--- src/rtl/ext_msg_pkg.sv ---
// Shared types and constants for the ext_msg debug message path.
// Used by the arbiter, its FIFO and the message sink.
package ext_msg_pkg;

    localparam int MSG_CODE_W = 1;
    localparam int MSG_SRC_W  = 2;

    // Sink writes its text to this descriptor.
    localparam int STDERR = 32'h8000_0002;

    typedef struct packed {
        logic [MSG_SRC_W-1:0]  src;
        logic [MSG_CODE_W-1:0] code;
    } msg_entry_t;

endpackage

--- src/rtl/ext_msg_arbiter_if.sv ---
// Requester / sink bundle of the ext_msg arbiter.
// slave = arbiter view, master = environment view.
interface ext_msg_arbiter_if
    import ext_msg_pkg::*;
#(
    parameter int N_REQ  = 4,
    parameter int CODE_W = MSG_CODE_W,
    parameter int DEPTH  = 4,
    parameter int SRC_W  = $clog2(N_REQ)
);

    logic [N_REQ-1:0]          req_valid;
    logic [N_REQ*CODE_W-1:0]   req_code;
    logic [N_REQ-1:0]          req_ready;
    logic [CODE_W:0]           msg_arg;
    logic [SRC_W-1:0]          msg_src;
    logic                      sink_ready;
    logic [$clog2(DEPTH):0]    fifo_level;
    logic [15:0]               sent_count;

    modport slave (
        input  req_valid,
        input  req_code,
        input  sink_ready,
        output req_ready,
        output msg_arg,
        output msg_src,
        output fifo_level,
        output sent_count
    );

    modport master (
        output req_valid,
        output req_code,
        output sink_ready,
        input  req_ready,
        input  msg_arg,
        input  msg_src,
        input  fifo_level,
        input  sent_count
    );

endinterface

--- src/rtl/ext_msg_arbiter_msg_fifo.sv ---
// Small circular FIFO holding accepted messages.
// Pushes into a full FIFO and pops from an empty one are ignored.
module msg_fifo
    import ext_msg_pkg::*;
#(
    parameter int  DEPTH = 4,
    parameter type T     = msg_entry_t
) (
    input  logic                   CLK,
    input  logic                   RST_N,
    input  logic                   push,
    input  T                       wr_data,
    input  logic                   pop,
    output T                       rd_data,
    output logic [$clog2(DEPTH):0] level,
    output logic                   empty,
    output logic                   full
);

    localparam int AW = $clog2(DEPTH);

    T               mem [DEPTH];
    logic [AW-1:0]  rd_ptr;
    logic [AW-1:0]  wr_ptr;
    logic [AW:0]    level_q;
    logic           do_push;
    logic           do_pop;

    assign empty   = (level_q == '0);
    assign full    = (level_q == (AW+1)'(DEPTH));
    assign do_push = push && !full;
    assign do_pop  = pop && !empty;
    assign rd_data = mem[rd_ptr];
    assign level   = level_q;

    always_ff @(posedge CLK) begin
        if (!RST_N) begin
            rd_ptr  <= '0;
            wr_ptr  <= '0;
            level_q <= '0;
        end else begin
            if (do_push) wr_ptr <= wr_ptr + 1'b1;
            if (do_pop)  rd_ptr <= rd_ptr + 1'b1;
            unique case ({do_push, do_pop})
                2'b10:   level_q <= level_q + 1'b1;
                2'b01:   level_q <= level_q - 1'b1;
                default: level_q <= level_q;
            endcase
        end
    end

    // Storage carries no reset; only the pointers define validity.
    always_ff @(posedge CLK) begin
        if (do_push) mem[wr_ptr] <= wr_data;
    end

`ifndef SYNTHESIS
    a_no_push_full: assert property (
        @(posedge CLK) disable iff (!RST_N)
        !(push && full));
`endif

endmodule

--- src/rtl/ext_msg_arbiter.sv ---
// Round-robin arbiter sharing one ext_msg sink among N requesters,
// with a small FIFO between the grant and the sink.
module ext_msg_arbiter
    import ext_msg_pkg::*;
#(
    parameter int N_REQ  = 4,
    parameter int CODE_W = MSG_CODE_W,
    parameter int DEPTH  = 4,
    parameter int SRC_W  = $clog2(N_REQ)
) (
    input logic              CLK,
    input logic              RST_N,
    ext_msg_arbiter_if.slave bus
);

    typedef struct packed {
        logic [SRC_W-1:0]  src;
        logic [CODE_W-1:0] code;
    } entry_t;

    logic [SRC_W-1:0]       rr_ptr;
    logic [SRC_W-1:0]       gnt_idx;
    logic [SRC_W-1:0]       cand;
    logic [N_REQ-1:0]       gnt;
    logic                   hit;
    int                     idx;
    logic                   full;
    logic                   empty;
    logic                   push;
    logic                   pop;
    entry_t                 wr_e;
    entry_t                 head;
    logic [15:0]            sent_q;
    logic [$clog2(DEPTH):0] level;

    // First valid requester at or after rr_ptr, wrapping.
    always_comb begin
        gnt     = '0;
        gnt_idx = '0;
        hit     = 1'b0;
        idx     = 0;
        cand    = '0;
        for (int i = 0; i < N_REQ; i++) begin
            idx = int'(rr_ptr) + i;
            if (idx >= N_REQ) idx = idx - N_REQ;
            cand = SRC_W'(idx);
            if (!hit && bus.req_valid[cand]) begin
                hit     = 1'b1;
                gnt_idx = cand;
            end
        end
        if (hit && RST_N && !full) gnt[gnt_idx] = 1'b1;
    end

    assign push      = |gnt;
    assign pop       = !empty && bus.sink_ready;
    assign wr_e.src  = gnt_idx;
    assign wr_e.code =
        bus.req_code[int'(gnt_idx)*CODE_W +: CODE_W];

    always_ff @(posedge CLK) begin
        if (!RST_N) begin
            rr_ptr <= '0;
            sent_q <= '0;
        end else begin
            if (push) begin
                rr_ptr <= (gnt_idx == SRC_W'(N_REQ-1))
                        ? '0 : gnt_idx + 1'b1;
            end
            if (pop) sent_q <= sent_q + 16'd1;
        end
    end

    msg_fifo #(
        .DEPTH (DEPTH),
        .T     (entry_t)
    ) u_fifo (
        .CLK     (CLK),
        .RST_N   (RST_N),
        .push    (push),
        .wr_data (wr_e),
        .pop     (pop),
        .rd_data (head),
        .level   (level),
        .empty   (empty),
        .full    (full)
    );

    assign bus.req_ready  = gnt;
    assign bus.msg_arg    = empty ? '0 : {1'b1, head.code};
    assign bus.msg_src    = empty ? '0 : head.src;
    assign bus.fifo_level = level;
    assign bus.sent_count = sent_q;

`ifndef SYNTHESIS
    a_gnt_onehot: assert property (
        @(posedge CLK) $onehot0(gnt));
`endif

endmodule

--- src/flat_wrapper.sv ---
// flat-port wrapper written by rule: the top's interface ports become plain ports
module ext_msg_arbiter_flat import ext_msg_pkg::*;
#(
    parameter int N_REQ  = 4,
    parameter int CODE_W = MSG_CODE_W,
    parameter int DEPTH  = 4,
    parameter int SRC_W  = $clog2(N_REQ)
)
  (CLK, RST_N, bus_req_valid, bus_req_code, bus_sink_ready, bus_req_ready, bus_msg_arg, bus_msg_src, bus_fifo_level, bus_sent_count);
  ext_msg_arbiter_if #(.N_REQ(N_REQ), .CODE_W(CODE_W), .DEPTH(DEPTH), .SRC_W(SRC_W)) bus_i ();
  input logic CLK;
  input logic RST_N;
  input wire logic [$bits(bus_i.req_valid)-1:0] bus_req_valid;
  input wire logic [$bits(bus_i.req_code)-1:0] bus_req_code;
  input wire logic [$bits(bus_i.sink_ready)-1:0] bus_sink_ready;
  output wire logic [$bits(bus_i.req_ready)-1:0] bus_req_ready;
  output wire logic [$bits(bus_i.msg_arg)-1:0] bus_msg_arg;
  output wire logic [$bits(bus_i.msg_src)-1:0] bus_msg_src;
  output wire logic [$bits(bus_i.fifo_level)-1:0] bus_fifo_level;
  output wire logic [$bits(bus_i.sent_count)-1:0] bus_sent_count;
  assign bus_i.req_valid = bus_req_valid;
  assign bus_i.req_code = bus_req_code;
  assign bus_i.sink_ready = bus_sink_ready;
  assign bus_req_ready = bus_i.req_ready;
  assign bus_msg_arg = bus_i.msg_arg;
  assign bus_msg_src = bus_i.msg_src;
  assign bus_fifo_level = bus_i.fifo_level;
  assign bus_sent_count = bus_i.sent_count;
  ext_msg_arbiter #(.N_REQ(N_REQ), .CODE_W(CODE_W), .DEPTH(DEPTH), .SRC_W(SRC_W)) u_core (.CLK(CLK), .RST_N(RST_N), .bus(bus_i));
endmodule
--- config.mk ---
export PLATFORM = sky130hd
export DESIGN_NAME = ext_msg_arbiter_flat
export DESIGN_NICKNAME = d
export VERILOG_FILES = /design/src/rtl/ext_msg_pkg.sv /design/src/rtl/ext_msg_arbiter_if.sv /design/src/rtl/ext_msg_arbiter_msg_fifo.sv /design/src/rtl/ext_msg_arbiter.sv /design/src/flat_wrapper.sv
export SDC_FILE = /design/constraint.sdc
export NUM_CORES = 1
export LEC_CHECK = 0
export ABC_AREA = 0
export BUFFER_PORTS_ARGS = -buffer_cell sky130_fd_sc_hd__buf_4
export CORE_AREA = 2 2 61 69
export CTS_CLUSTER_SIZE = 30
export DETAILED_ROUTE_END_ITERATION = 6
export DIE_AREA = 0 0 63 71
export PLACE_DENSITY = 0.73
export SETUP_SLACK_MARGIN = 0.1
export SYNTH_ARGS = -nofsm -noshare
export SYNTH_HDL_FRONTEND = slang
export SYNTH_SLANG_ARGS = --single-unit
--- constraint.sdc ---
create_clock -name CLK -period 10.1 [get_ports CLK]
set_input_delay 1.01 -clock CLK [delete_from_list [all_inputs] [get_ports CLK]]
set_output_delay 1.01 -clock CLK [all_outputs]
set_load 0.1 [all_outputs]
-- Yosys cells after proc, flatten, opt, wreduce, memory -nomap -nowiden
Memories as Yosys holds them, arrays and structs flattened. A register that Yosys moved wholly into a read port is not among the register bits.
Index checks and enable logic that the tools add are counted.
- register bits: 25
- bits in latches: 0
- bits in writable memories: 12
- bits in read-only memories: 0
- bits of input ports: 11
- output and inout port bits: 27
- word-level logic and storage cells: 82
- memories kept: 1
- add/subtract/negate cells: 13
- multiply operators: 0
- div/mod/pow operators: 0
- order comparisons: 10
- equality and inequality tests: 4
- shift operators: 1
- multiplexer cells: 31
- bitwise operators: 0
- reduce and logical (&&, ||, !) cells: 17
- memories (memory ; depth ; bits a word ; read ports ; clocked after Yosys merged registers in ; write ports ; RTL line ; text):
    u_core.u_fifo.mem ; 4 ; 3 ; 1 ; 1 ; 1 ; ext_msg_arbiter_msg_fifo.sv:22 ; T mem [DEPTH];
- operators by type and width (kind ; number):
    2-bit 2-to-1 mux ; 13
    16-bit by 1-bit adder with 16-bit output, second input constant ; 1
    2-bit by 3-bit < comparator with 1-bit output, second input constant ; 5
    1-bit 2-to-1 mux ; 11
    3-bit greater-or-equal comparator, second input constant ; 3
    1-bit logical AND ; 9
    1-bit binary-select mux with 2-bit select ; 4
    2-bit by 1-bit subtractor with 2-bit output, second input constant ; 4
    2-bit by 1-bit adder with 2-bit output, second input constant ; 3
    2-bit by 2-bit adder with 3-bit output, second input constant ; 2
    3-bit one-hot mux with 2 select lines ; 1
    1-bit logical NOT ; 5
    2-bit == test, second input constant ; 2
    4-bit 2-to-1 mux ; 1
    4-bit OR reduction ; 1
    4-bit by 3-bit variable part select with 1-bit output ; 1
    2-bit by 1-bit adder with 3-bit output, second input constant ; 1
    3-bit by 1-bit adder with 3-bit output, second input constant ; 1
    3-bit == test, second input constant ; 1
    2-bit by 3-bit greater-or-equal comparator with 1-bit output, second input constant ; 1
    3-bit logical NOT ; 1
    3-bit by 1-bit subtractor with 3-bit output, second input constant ; 1
    1-bit demux with 2-bit select ; 1
    2-bit by 1-bit == test with 1-bit output, second input constant ; 1
    2 further kinds ; 2

-- Logic depth before layout (Yosys ltp)
- depth after elaboration: 23
- gate-level depth with buffers: 15
- mapped depth without buffers: 14

-- Hierarchy
A second synthesis with hierarchy kept.
- cell total of the unflattened synthesis: 185
- area total of the unflattened synthesis: 1981.9 um^2
- by module, submodules not included (module ; times used ; cells an instance ; area each (um^2) ; seq. area each (um^2)):
    ext_msg_arbiter ; 1 ; 116 ; 1059.8 ; 360.3
    msg_fifo ; 1 ; 69 ; 922.1 ; 540.5

-- Worst setup path before layout
OpenSTA, ideal clock, no wires.
- kind: input to register
- start point: input bus_req_valid[0]
- end point: register u_core.u_fifo.level_q[2], in the netlist u_core.u_fifo.level[2]
- library setup time: 70 ps
- data arrival time: 3898 ps
- required time: 10030 ps
- setup slack: 6132 ps
- cell stages on the path: 15
- buffers on the path: 1
- cells stage by stage: nor2b_1 > a21oi_1 > o22ai_1 > a21oi_1 > inv_1 > ha_1 > o41a_2 > buf_6 > inv_1 > ha_1 > inv_1 > fa_1 > xor2_1 > or3_1 > a21oi_1
- cells in the longest elaborated chain, start to end: 21
- elaborated cells on any way between the ends: 36
- those cells by class: 2 x order compare; 2 x eq/ne; 20 x mux; 12 x reduce/logical
- RTL lines (element ; RTL line ; text):
    start, declared ; flat_wrapper.sv:13 ; input wire logic [$bits(bus_i.req_valid)-1:0] bus_req_valid;
    1-bit binary-select mux with 2-bit select ; ext_msg_arbiter.sv:47 ; if (!hit && bus.req_valid[cand]) begin
    1-bit 2-to-1 mux (not written as such) ; ext_msg_arbiter.sv:47 ;
    1-bit 2-to-1 mux ; ext_msg_arbiter.sv:47 ;
    1-bit logical NOT ; ext_msg_arbiter.sv:47 ;
    1-bit logical AND ; ext_msg_arbiter.sv:47 ;
    1-bit 2-to-1 mux ; ext_msg_arbiter.sv:47 ;
    1-bit logical NOT ; ext_msg_arbiter.sv:47 ;
    1-bit logical AND ; ext_msg_arbiter.sv:47 ;
    [... 4 more ...] ; n/a ;
    named net u_core.gnt_idx[0] ; ext_msg_arbiter.sv:22 ; logic [SRC_W-1:0] gnt_idx;
    [... 1 more ...] ; n/a ;
    1-bit logical AND (not written as such) ; ext_msg_arbiter.sv:52 ; if (hit && RST_N && !full) gnt[gnt_idx] = 1'b1;
    1-bit 2-to-1 mux (not written as such) ; ext_msg_arbiter.sv:52 ;
    1-bit demux with 2-bit select (*) ; n/a ;
    4-bit 2-to-1 mux (*) ; ext_msg_arbiter.sv:52 ;
    4-bit OR reduction (*) ; ext_msg_arbiter.sv:55 ; assign push = |gnt;
    1-bit logical AND (*) ; ext_msg_arbiter_msg_fifo.sv:31 ; assign do_push = push && !full;
    2-bit by 1-bit == test with 1-bit output or 2-bit == test (tied branches) ; ext_msg_arbiter_msg_fifo.sv:44 ; unique case ({do_push, do_pop})
    3-bit one-hot mux with 2 select lines or 2-bit nonzero test (tied branches) ; n/a ;
    end signal, assigned ; ext_msg_arbiter_msg_fifo.sv:45 ; 2'b10: level_q <= level_q + 1'b1;
    end signal, assigned ; ext_msg_arbiter_msg_fifo.sv:46 ; 2'b01: level_q <= level_q - 1'b1;
    end signal, assigned ; ext_msg_arbiter_msg_fifo.sv:47 ; default: level_q <= level_q;
    end, declared ; ext_msg_arbiter_msg_fifo.sv:25 ; logic [AW:0] level_q;
The timed path passes the listed nets; every way through them passes the cells marked *. The select of a mux whose other input is x is not followed.
A chain may end at the register's enable or synchronous reset.

-- Final worst setup path
Ends and elaborated chain as after synthesis.

==> metrics.csv <==
stage,metric,value,unit
cts,TritonCTS clock tree,yes,
synth,Synth cell types,35,
power_and_ir_drop,peak supply drop,0.0001447,V
power_and_ir_drop,pwr dens,281.0,nW/um2
synth,post-synth top area share,28.92,%
cts,setup bufs post-CTS,0,
drt,initial DRC count,23,
power_and_ir_drop,sw frac,49.20,%
sta,setup tns final,0,ps
sta,Slew Limit Fails,0,
cts,cts hold-fix bufs,0,
synth,top_reg_cell synth,dfxtp_1,
sta,RSZ-0062 raised after global routing,false,
drt,via/cell ratio,5.015,
place,routability cong.,0.7042,
cts,clock latency on the worst-skew pair,290,ps
synth,Synth Area in Compound Gates,7.363,%
synth,largest family of logic cells by synthesized area,simple AND/OR/NAND/NOR gates,
cts,post_cts resized,0,
setup_path,"reg-to-reg slack, setup",6450,ps
synth,post-synth net total,199,
synth,Post-Synth XOR/XNOR Area,7.965,%
synth,adder-cell share of the synthesized area,7.764,%
synth,Synth Warn #,0,
final_layout,Ant. Diodes,0,
cts,Clock Pin Slew Worst Setup and Hold Paths,70,ps
floorplanning,area of the die,4473,um2
setup_path,critical path launch point type,primary input,
setup_path,FF-to-FF End,u_core.u_fifo.level[2],
setup_path,R2R Path Start,u_core.rr_ptr[0],
cts,htree depth,2,
min_path,Hold Path Depth,2,
power_and_ir_drop,Flop pwr share,33.4,%
drt,Vias,1354,
min_path,Hold EP,u_core.bus.sent_count[15],
global_routing,total grt overflow,0,
setup_path,kind of end point of the critical path,flop,
synth,mux contribution to synthesized area,6.827,%
power_and_ir_drop,Leak,0.9401,nW
cts,Clock Path Buffers,2,
sta,hold violation count in the final report,0,
setup_path,Critical-path top delay cell,a21oi_1,
drt,DR pass1 iterations,4,
setup_path,arrival time at the worst endpoint,4390,ps
synth,"Seq/Total Area, Yosys",48.19,%
floorplanning,Die H,71,um
sta,Slew headroom,50.41,%
setup_path,worst path required time,10320,ps
final_layout,Non-Filler Instances,270,
final_layout,Fill cells,336,
power_and_ir_drop,Switch Pwr,0.3144,mW
power_and_ir_drop,Logic pwr share,50.7,%
sta,worst-margin pin slew,743.8,ps
global_routing,vias in the first global route,1344,
min_path,hold crit path type,reg2reg,
global_routing,first-pass GRT wire length,6.072,mm
synth,post-synth top area cell,dfxtp_1,
setup_path,Crit path max-delay family,compound AO/OA/AOI/OAI gates,
final_layout,share of layout cells above drive strength 1,24.77,%
final_layout,Final Util,59.65,%
cts,Num CTS Buffers,5,
synth,Post-Synth Simple-Gate Area,17.87,%
sta,min cycle time layout,4161,ps
power_and_ir_drop,Clock Power Share,15.9,%
global_routing,Overall Global Routing Usage,17.68,%
floorplanning,CORE AREA,3814,um2
floorplanning,DIE WIDTH,63,um
global_routing,pin count of the biggest net entering global routing,27,
drt,Routed WL per cell,12.88,um
cts,Root Driver,clkbuf_8,
synth,largest cells by area after synthesis,"dfxtp_1 (29%), edfxtp_1 (19%), ha_1 (6.7%)",
job,Max-Cap Viols,0,
setup_path,crit path cell chain,buf_4 -> nor2b_1 -> a21oi_1 -> o22ai_1 -> a21oi_1 -> inv_1 -> ha_1 -> o41a_2 -> inv_1 -> ha_1 -> inv_1 -> fa_1 -> xor2_1 -> or3_1 -> a21oi_1,
sta,Final period util,41.20,%
setup_path,crit path buf inv count,4,
final_layout,# nets final,239,
setup_path,Worst R2R Path Depth,14,
synth,register bit count reported by yosys,39,
floorplanning,total I/O pin count,38,
final_layout,most frequent cells in the layout,"buf_4 (37), dfxtp_1 (27), nor2_1 (24)",
setup_path,Critical Path Max Stage Delay,590,ps
sta,clock skew,6.058,ps
sta,fmax,240.3,MHz
synth,cell area after synthesis,1869,um2
synth,post-synthesis async set-or-reset flop share,0,%
setup_path,Critical Path Start,bus_req_valid[0],
synth,Post-synth EDFFs,12,
place,placed insts,262,
min_path,hold_sp,u_core.bus.sent_count[15],
floorplanning,# rows,24,
place,port buffer count,37,
synth,Avg Inst Size Synth,10.56,um2
global_routing,antenna violations before repair,0,
cts,Clock Sinks,39,
setup_path,crit path max fanout,10,
place,Post-DP HPWL,2.552,mm
outcome,run status,finished clean,
final_layout,"commonest non-fill, non-tap cell in the layout",buf_4,
final_layout,P&R area growth vs syn,21.69,%
setup_path,worst setup path class,in2reg,
floorplanning,initial core utilization,49.02,%
sta,final setup fails,0,
synth,Mapped Cells,177,
power_and_ir_drop,P_int,0.3247,mW
drt,total routed wirelength,3.477,mm
drt,antenna-violating nets left,0,
drt,# DRC,0,
-- power groups by stage --
stage	registers, mW	logic (mW)	clock network (mW)
after floorplan	0.266	0.216	0
after global placement	0.216	0.320	0
after detailed placement	0.217	0.327	0
after CTS	0.214	0.329	0.107
after global routing	0.218	0.346	0.113
final	0.213	0.324	0.101
-- worst max path at each step --
stage,cells past startpoint,to,slack (ps)
after CTS,15,u_core.u_fifo.level[2],5950
after global routing,15,u_core.u_fifo.level[2],5690
after floorplan,15,u_core.u_fifo.level[2],6130
final,15,u_core.u_fifo.level[2],5940
after detailed placement,15,u_core.u_fifo.level[2],5640
after global placement,15,u_core.u_fifo.level[2],5800
-- registers in the layout (all words and copies together) (netlist names), named ones only --
register               cells
u_core.bus.sent_count     16
u_core.u_fifo.wr_ptr       2
u_core.rr_ptr              2
u_core.u_fifo.level        3
u_core.u_fifo.rd_ptr       2
u_core.u_fifo.mem         12
-- cells in the mapped netlist (all sizes together), types with 2 or more instances --
cell and number:
o22ai 2, nand4 6, nor2b 4, mux2i 6
inv 13, and2 9, edfxtp 12, or3 4
mux4 3, nand2 5, xnor2 5, o21ai 4
nand3 4, buf 2, and3 4, dfxtp 27
a21oi 8, nor2 24, xor2 12, nor3 2
clkbuf 2, ha 10
-- per-stage QoR --
step	setup slack (ps)	hold slack [ps]	area [um2]	total power, mW
floorplan	6132	484.7	1869	0.4817
global placement	5805	503.6	2186	0.5358
CTS	5948	532.2	2275	0.6498
global route	5695	559.1	2275	0.6761
finish	5939	526.8	2275	0.6391
detailed placement	5642	502.5	2186	0.5442
-- kinds of logic (layout without fill, tap and decap cells) --
logic type,count (synthesis),in the layout
compound gates,20,20
xor+xnor,17,17
fa+ha+maj,11,11
buf+inv,17,58
flops,39,39
mux,9,9
simple gates,64,64
-- layout make-up --
class                   count  area [um2]  share of cell area (%)
repair buffers             37       277.8                   12.21
multi-input cells         121       893.4                   39.27
clock inverters             3       20.02                  0.8801
inverters                  13       48.80                   2.145
clock buffers               5       68.82                   3.025
well taps                  52       65.06                   2.860
flip-flops and latches     39       900.9                   39.60
-- worst min-delay path: stages, from the launching register on --
cell     delay, ps
dfxtp_1        350
xor2_1          70
nor2_1          70
-- per-layer routing --
layer / vias to the layer above / global-route usage, % / wire, um / share of wire, %
met5: - / 0 / 0 / 0
met3: 5 / 5.405 / 172 / 4.9
met1: 628 / 20.33 / 1469 / 42
met4: 0 / 8.148 / 59 / 1.7
li1: 688 / - / - / -
met2: 33 / 30.14 / 1776 / 51
Power figures use the tool's default switching activity.
